## config.mk

```make
export PLATFORM = sky130hd
export DESIGN_NAME = branch_predictor_flat
export DESIGN_NICKNAME = d
export VERILOG_FILES = /design/src/rtl/ev_pred_pkg.sv /design/src/rtl/branch_predictor_if.sv /design/src/rtl/sat_counter2.sv /design/src/rtl/branch_predictor.sv /design/src/flat_wrapper.sv
export SDC_FILE = /design/constraint.sdc
export NUM_CORES = 1
export LEC_CHECK = 0
export ABC_AREA = 1
export BUFFER_PORTS_ARGS = -buffer_cell sky130_fd_sc_hd__buf_2
export CORE_MARGIN = 2
export CORE_UTILIZATION = 49
export DETAILED_ROUTE_END_ITERATION = 10
export PLACE_DENSITY = 0.68
export SLEW_MARGIN = 15
export SYNTH_ARGS = -nofsm -noshare
export SYNTH_HDL_FRONTEND = slang
export SYNTH_SLANG_ARGS = --single-unit
```

## constraint.sdc

```tcl
create_clock -name clk -period 2 [get_ports clk]
set_clock_uncertainty 0.15 [all_clocks]
set_input_delay 0.3 -clock clk [delete_from_list [all_inputs] [get_ports clk]]
set_output_delay 0.3 -clock clk [all_outputs]
set_load 0.005 [all_outputs]
```

## src/rtl/ev_pred_pkg.sv

```systemverilog
// Shared types, encodings and the saturating-count helper for the MicroEV20
// branch predictor.
package ev_pred_pkg;

    localparam int unsigned CNT_W  = 2;
    localparam int unsigned STAT_W = 16;

    typedef logic [CNT_W-1:0] cnt_t;

    typedef enum logic [1:0] {
        PT_NONE = 2'b00,
        PT_JZE  = 2'b01,
        PT_JNE  = 2'b10,
        PT_JCY  = 2'b11
    } pred_type_e;

    localparam cnt_t CNT_INIT = 2'b01;
    localparam cnt_t CNT_MAX  = 2'b11;
    localparam cnt_t CNT_MIN  = 2'b00;

    // Next value of a 2-bit saturating counter moved one step up or down.
    function automatic cnt_t sat_next(input cnt_t cnt, input logic up);
        cnt_t nxt;
        nxt = cnt;
        if (up) begin
            if (cnt != CNT_MAX) nxt = cnt + cnt_t'(1);
        end else begin
            if (cnt != CNT_MIN) nxt = cnt - cnt_t'(1);
        end
        return nxt;
    endfunction

endpackage

```

## src/rtl/branch_predictor_if.sv

```systemverilog
// Fetch / checker bus of the branch predictor.
// Optional statistics outputs are present only when BP_STATS_EN is defined.
interface branch_predictor_if
#(
    parameter int unsigned ADDR_W = 8
);
    logic              fetch_valid;
    logic [ADDR_W-1:0] fetch_addr;
    logic              fetch_is_branch;
    logic [1:0]        fetch_pred_type;
    logic              stall;
    logic              checked;
    logic              correct_pred;
    logic              incorrect_pred;
    logic              pred_taken;
    logic              last_pred;
    logic [1:0]        pred_type;
    logic              flush;
`ifdef BP_STATS_EN
    logic [15:0]       stat_checked;
    logic [15:0]       stat_mispred;
`endif

    modport master (
        output fetch_valid, fetch_addr, fetch_is_branch, fetch_pred_type,
        output stall, checked, correct_pred, incorrect_pred,
`ifdef BP_STATS_EN
        input  stat_checked, stat_mispred,
`endif
        input  pred_taken, last_pred, pred_type, flush
    );

    modport slave (
        input  fetch_valid, fetch_addr, fetch_is_branch, fetch_pred_type,
        input  stall, checked, correct_pred, incorrect_pred,
`ifdef BP_STATS_EN
        output stat_checked, stat_mispred,
`endif
        output pred_taken, last_pred, pred_type, flush
    );

endinterface

```

## src/rtl/sat_counter2.sv

```systemverilog
// 2-bit saturating up/down counter, one per prediction table entry.
module sat_counter2
    import ev_pred_pkg::*;
(
    input  logic clk,
    input  logic rst,
    input  logic en_i,
    input  logic up_i,
    output cnt_t cnt_o
);

    cnt_t cnt_q;
    cnt_t cnt_d;

    // Step the counter when enabled, saturating at both ends.
    always_comb begin
        cnt_d = cnt_q;
        if (en_i) cnt_d = sat_next(cnt_q, up_i);
    end

    // Counter register, synchronous reset to weakly-not-taken.
    always_ff @(posedge clk) begin
        if (rst) cnt_q <= CNT_INIT;
        else     cnt_q <= cnt_d;
    end

    assign cnt_o = cnt_q;

endmodule

```

## src/rtl/branch_predictor.sv

```systemverilog
// MicroEV20 conditional-jump predictor: counter table, shadow pipeline that
// carries each guess to execute, training and mispredict flush.
// Optional feature macro: BP_STATS_EN adds saturating training/flush counters.
module branch_predictor
    import ev_pred_pkg::*;
#(
    parameter int unsigned ADDR_W     = 8,
    parameter int unsigned IDX_W      = 4,
    parameter int unsigned PIPE_DEPTH = 2
) (
    input  logic              clk,
    input  logic              rst,
    branch_predictor_if.slave bus
);

    localparam int unsigned NUM_CNT = 2 ** IDX_W;
    localparam int unsigned LAST    = PIPE_DEPTH - 1;

    typedef struct packed {
        logic             valid;
        logic             trained;
        logic [IDX_W-1:0] idx;
        logic [1:0]       ptype;
        logic             pred;
    } shadow_t;

    shadow_t          sh_q [PIPE_DEPTH];
    shadow_t          sh_d [PIPE_DEPTH];
    shadow_t          load_c;
    cnt_t             cnt [NUM_CNT];
    cnt_t             rd_cnt;
    logic [IDX_W-1:0] fetch_idx;
    logic [IDX_W-1:0] train_idx;
    logic             train_c;
    logic             mispred_c;
    logic             pred_taken_c;
    logic             flush_q;
    logic             unused_addr_hi;

    assign fetch_idx      = bus.fetch_addr[IDX_W-1:0];
    assign unused_addr_hi = ^bus.fetch_addr[ADDR_W-1:IDX_W];
    assign train_idx      = sh_q[LAST].idx;

    // A verdict trains only a valid entry that has not already trained.
    assign train_c   = bus.checked & sh_q[LAST].valid & ~sh_q[LAST].trained;
    assign mispred_c = train_c & bus.incorrect_pred;

    for (genvar g = 0; g < NUM_CNT; g++) begin : g_cnt
        sat_counter2 u_cnt (
            .clk   (clk),
            .rst   (rst),
            .en_i  (train_c && (train_idx == IDX_W'(g))),
            .up_i  (bus.correct_pred),
            .cnt_o (cnt[g])
        );
    end

    // Table read with write-first bypass from the entry being trained.
    always_comb begin
        rd_cnt = cnt[fetch_idx];
        if (train_c && (train_idx == fetch_idx)) rd_cnt = sat_next(rd_cnt, bus.correct_pred);
        pred_taken_c = bus.fetch_is_branch & rd_cnt[CNT_W-1];
    end

    // Shadow pipeline next state: shift/hold, trained marking, squash on mispredict.
    always_comb begin
        load_c         = '0;
        load_c.valid   = bus.fetch_valid & bus.fetch_is_branch
                         & (bus.fetch_pred_type != PT_NONE) & ~flush_q;
        load_c.trained = 1'b0;
        load_c.idx     = fetch_idx;
        load_c.ptype   = bus.fetch_pred_type;
        load_c.pred    = pred_taken_c;
        sh_d = sh_q;
        if (!bus.stall) begin
            for (int i = int'(PIPE_DEPTH) - 1; i > 0; i--) sh_d[i] = sh_q[i-1];
            sh_d[0] = load_c;
        end else if (train_c) begin
            sh_d[LAST].trained = 1'b1;
        end
        if (mispred_c) begin
            for (int i = 0; i < int'(PIPE_DEPTH); i++) begin
                if (!bus.stall || (i != int'(LAST))) sh_d[i].valid = 1'b0;
            end
        end
    end

    // Shadow pipeline and flush registers.
    always_ff @(posedge clk) begin
        if (rst) begin
            for (int i = 0; i < int'(PIPE_DEPTH); i++) sh_q[i] <= '0;
            flush_q <= 1'b0;
        end else begin
            sh_q    <= sh_d;
            flush_q <= mispred_c;
        end
    end

    assign bus.pred_taken = pred_taken_c;
    assign bus.last_pred  = sh_q[LAST].valid & sh_q[LAST].pred;
    assign bus.pred_type  = sh_q[LAST].valid ? sh_q[LAST].ptype : PT_NONE;
    assign bus.flush      = flush_q;

`ifdef BP_STATS_EN
    logic [STAT_W-1:0] stat_checked_q;
    logic [STAT_W-1:0] stat_mispred_q;

    // Saturating event counters for training and flush events.
    always_ff @(posedge clk) begin
        if (rst) begin
            stat_checked_q <= '0;
            stat_mispred_q <= '0;
        end else begin
            if (train_c && (stat_checked_q != '1))   stat_checked_q <= stat_checked_q + STAT_W'(1);
            if (mispred_c && (stat_mispred_q != '1)) stat_mispred_q <= stat_mispred_q + STAT_W'(1);
        end
    end

    assign bus.stat_checked = stat_checked_q;
    assign bus.stat_mispred = stat_mispred_q;
`endif

endmodule

```

## src/flat_wrapper.sv

```systemverilog
// flat-port wrapper written by rule: the top's interface ports become plain ports
module branch_predictor_flat import ev_pred_pkg::*;
#(
    parameter int unsigned ADDR_W     = 8,
    parameter int unsigned IDX_W      = 4,
    parameter int unsigned PIPE_DEPTH = 2
)
  (clk, rst, bus_fetch_valid, bus_fetch_addr, bus_fetch_is_branch, bus_fetch_pred_type, bus_stall, bus_checked, bus_correct_pred, bus_incorrect_pred, bus_pred_taken, bus_last_pred, bus_pred_type, bus_flush);
  branch_predictor_if #(.ADDR_W(ADDR_W)) bus_i ();
  input  logic clk;
  input  logic rst;
  input wire logic [$bits(bus_i.fetch_valid)-1:0] bus_fetch_valid;
  input wire logic [$bits(bus_i.fetch_addr)-1:0] bus_fetch_addr;
  input wire logic [$bits(bus_i.fetch_is_branch)-1:0] bus_fetch_is_branch;
  input wire logic [$bits(bus_i.fetch_pred_type)-1:0] bus_fetch_pred_type;
  input wire logic [$bits(bus_i.stall)-1:0] bus_stall;
  input wire logic [$bits(bus_i.checked)-1:0] bus_checked;
  input wire logic [$bits(bus_i.correct_pred)-1:0] bus_correct_pred;
  input wire logic [$bits(bus_i.incorrect_pred)-1:0] bus_incorrect_pred;
  output wire logic [$bits(bus_i.pred_taken)-1:0] bus_pred_taken;
  output wire logic [$bits(bus_i.last_pred)-1:0] bus_last_pred;
  output wire logic [$bits(bus_i.pred_type)-1:0] bus_pred_type;
  output wire logic [$bits(bus_i.flush)-1:0] bus_flush;
  assign bus_i.fetch_valid = bus_fetch_valid;
  assign bus_i.fetch_addr = bus_fetch_addr;
  assign bus_i.fetch_is_branch = bus_fetch_is_branch;
  assign bus_i.fetch_pred_type = bus_fetch_pred_type;
  assign bus_i.stall = bus_stall;
  assign bus_i.checked = bus_checked;
  assign bus_i.correct_pred = bus_correct_pred;
  assign bus_i.incorrect_pred = bus_incorrect_pred;
  assign bus_pred_taken = bus_i.pred_taken;
  assign bus_last_pred = bus_i.last_pred;
  assign bus_pred_type = bus_i.pred_type;
  assign bus_flush = bus_i.flush;
  branch_predictor #(.ADDR_W(ADDR_W), .IDX_W(IDX_W), .PIPE_DEPTH(PIPE_DEPTH)) u_core (.clk(clk), .rst(rst), .bus(bus_i));
endmodule
```

==> out/summary.json <==
{
  "outcome": {
    "run_status": "finished with violations",
    "failed_checks": "setup timing"
  },
  "worst_setup_path": {
    "worstSetupPathType": "flip-flop to primary output",
    "path_max_fanout": 2,
    "timing.critical_path.from_type": "flip-flop",
    "cp-end-kind": "primary output",
    "critical_path_required_ns": 1.55,
    "timing.critical_path.arrival_ns": 1.57
  },
  "global_route": {
    "grt_max_degree": 27,
    "wire_length_of_the_first_global_routing_pass_um": 10900,
    "grt_usage": 0.230,
    "grt_pass1_vias": 2311,
    "grt-ovfl-total": 0,
    "initial_antenna_violation_count": 0
  },
  "cts": {
    "cts_inserted_buffers": 5,
    "worst_setup_hold_path_clk_slew_ns": 0.10,
    "clock-root-buffer": "sky130_fd_sc_hd__clkbuf_8",
    "clock_path_buffers": 2,
    "hold_buffer_count_at_cts": 0,
    "tritoncts": "yes",
    "clock_sink_count": 50,
    "clock_insertion_delay_worst_skew_ns": 0.31,
    "cts-htree-levels": 2
  },
  "sta": {
    "slew_headroom": 0.776,
    "setup-tns-final_ns": -0.0187,
    "timing.hold.ws_ns": 0.103,
    "layout_setup_ws_ns": -0.0187,
    "final_hold_viol_count": 0,
    "timing_worst_slew_pin_value_ns": 0.335,
    "setup-violations-final": 1,
    "layout_min_cycle_time_ns": 2.02,
    "timing.fmax_mhz": 495,
    "finalMaxSlewViolations": 0,
    "grt_setup_unrepaired": "yes",
    "final.period_utilization": 1.01
  },
  "logic_synthesis": {
    "synth-edff-count": 0,
    "synth_seq_cells": 50,
    "synth.net_count": 418,
    "netlist.area_leader.share": 0.384,
    "yosys_warnings": 0,
    "synth_top_cells_by_area": "sky130_fd_sc_hd__dfxtp_1 38%, sky130_fd_sc_hd__nand2_1 15%, sky130_fd_sc_hd__nand3_1 8.2%",
    "yosys.cell_types.count": 31,
    "synth_most_common_cell": "sky130_fd_sc_hd__nand2_1",
    "mappedNetlistArea_mm2": 0.00261,
    "post_synthesis_area_per_instance_um2": 6.53,
    "cells_after_synth": 400,
    "async_reset_ff_frac": 0,
    "yosysTopAreaCell": "sky130_fd_sc_hd__dfxtp_1",
    "ys.flop_type": "sky130_fd_sc_hd__dfxtp_1",
    "synth_sequential_area_ratio": 0.384,
    "commonest_cells_in_the_netlist": "106 x sky130_fd_sc_hd__nand2_1, 54 x sky130_fd_sc_hd__inv_1, 50 x sky130_fd_sc_hd__dfxtp_1"
  },
  "placed_design": {
    "place_inst": 484,
    "dpl.hpwl_um": 4460,
    "io_buffer_count": 18,
    "postPlaceCellArea_mm2": 0.00280,
    "place_congestion": 0.827
  },
  "floorplan": {
    "die_area_mm2": 0.00593,
    "die_w_um": 77.0,
    "pin_count": 23,
    "initial_core_util": 0.508,
    "floorplan.core_area_mm2": 0.00514,
    "rows": 26,
    "die_height_um": 77.0
  },
  "hold_path": {
    "holdCritPathClass": "primary input to flip-flop"
  },
  "drt": {
    "via_per_inst": 5.15,
    "vias": 2561,
    "routedWlPerCell_um": 12.9,
    "initialDrtViolationCount": 225,
    "drt.antenna.violating_nets": 0,
    "wl_final_um": 6420,
    "drt_pass_1_iters": 4,
    "drcViolationCount": 0
  },
  "pwr": {
    "ir_drop_mv": 0.402,
    "cellLeakagePower_nw": 1.33,
    "power_per_cell_area_mw_per_mm2": 610
  },
  "finish": {
    "antenna_cells_inserted": 0,
    "finalNonFillerCells": 497,
    "syn2layout_area_growth_pct": 14.5,
    "final_layout_net_count": 444,
    "layout-drive-gt1-share": 0.194,
    "post-route-cell-area_mm2": 0.00299
  },
  "job": {
    "max_cap_violations": 0
  }
}
layer usage:
metal | part of all wire | vias up | GRT usage
met3 | 0.040 | 10 | 0.0447
met2 | 0.44 | 45 | 0.345
li1 | - | 1346 | -
met1 | 0.50 | 1160 | 0.331
met4 | 0.019 | 0 | 0.0786
met5 | 0 | - | 0
what timing repair did:
| action | 4_1_cts | 5_1_grt |
|---|---|---|
| buffers inserted | 4 | 1 |
| endpoints found under the setup margin | 1 | 1 |
| pin swaps | 5 | 7 |
| resized for setup | 7 | 30 |
report_power, final:
group / internal (mW) / switching [mW] / total (mW)
combinational: 0.0620 / 0.121 / 0.183
clock: 0.280 / 0.345 / 0.625
sequential: 1.01 / 0.00715 / 1.01
total: 1.35 / 0.473 / 1.82
cell families after synthesis:
| kind of cell | after synthesis | synth area share |
|---|---|---|
| flip-flops | 50 | 0.384 |
| buffers and inverters | 73 | 0.114 |
| AND/OR/NAND/NOR | 202 | 0.331 |
| AO/OA/AOI/OAI | 71 | 0.158 |
| XOR/XNOR | 4 | 0.0134 |
flip-flops by register name, summed over array words and instances (netlist names), named ones only:
name	cells
u_core.bus.flush	1
u_core.g_cnt.u_cnt.cnt_o	32
u_core.sh_q	12
u_core.train_idx	4
layout make-up:
class	instances	area [um2]
Fill cell	522	2150
Clock buffer	7	86.3
Clock inverter	1	5.00
Tap cell	70	87.6
Sequential cell	50	1030
Multi-Input combinational cell	277	1340
Timing Repair Buffer	33	215
Inverter	59	221
cells in the final DEF (no fill, tap or decap), types with 3 or more instances in the layout:
master and instances:
sky130_fd_sc_hd__a21oi_1 21, sky130_fd_sc_hd__buf_2 18, sky130_fd_sc_hd__buf_4 14, sky130_fd_sc_hd__clkbuf_8 6, sky130_fd_sc_hd__dfxtp_1 29, sky130_fd_sc_hd__dfxtp_2 20
sky130_fd_sc_hd__inv_1 51, sky130_fd_sc_hd__inv_2 8, sky130_fd_sc_hd__nand2_1 101, sky130_fd_sc_hd__nand2_2 5, sky130_fd_sc_hd__nand3_1 41, sky130_fd_sc_hd__nor2_1 40
sky130_fd_sc_hd__o211ai_1 13, sky130_fd_sc_hd__o21ai_0 20, sky130_fd_sc_hd__o21ai_1 4, sky130_fd_sc_hd__o22ai_1 9, sky130_fd_sc_hd__xor2_1 3
through the flow:
stage | util | total power, mW | setup slack, ns
detailed placement | 0.545 | 1.21 | 0.0783
CTS | 0.571 | 1.83 | -0.00510
floorplan | - | 1.15 | 0.380
global placement | 0.545 | 1.21 | 0.0576
global route | 0.582 | 1.90 | -0.108
finish | 0.582 | 1.82 | -0.0187
worst paths after layout:
| kind | from | to | slack, ns | depth (start not counted) |
|---|---|---|---|---|
| worst max-delay path | u_core.g_cnt[4].u_cnt.cnt_o[1] | bus_pred_taken | -0.02 | 9 |
| worst max register to register | flip-flop | u_core.g_cnt[12].u_cnt.cnt_o[0] | 0.21 | 9 |
| worst min register to register | u_core.g_cnt[12].u_cnt.cnt_o[1] | u_core.g_cnt[12].u_cnt.cnt_o[1] | 0.31 | 2 |
| worst min-delay path | rst | u_core.g_cnt[1].u_cnt.cnt_o[0] | 0.10 | 3 |
worst max-delay path: stages, from the launching register on:
cell	delay, ns
sky130_fd_sc_hd__dfxtp_2	0.33
sky130_fd_sc_hd__or2_1	0.20
sky130_fd_sc_hd__nand3_1	0.06
sky130_fd_sc_hd__nand3_1	0.08
sky130_fd_sc_hd__nand3_1	0.12
sky130_fd_sc_hd__nand2_2	0.08
sky130_fd_sc_hd__inv_2	0.06
sky130_fd_sc_hd__nand2_2	0.05
sky130_fd_sc_hd__and3_4	0.16
sky130_fd_sc_hd__buf_2	0.12
No activity file was read; power rests on OpenSTA's default activity.
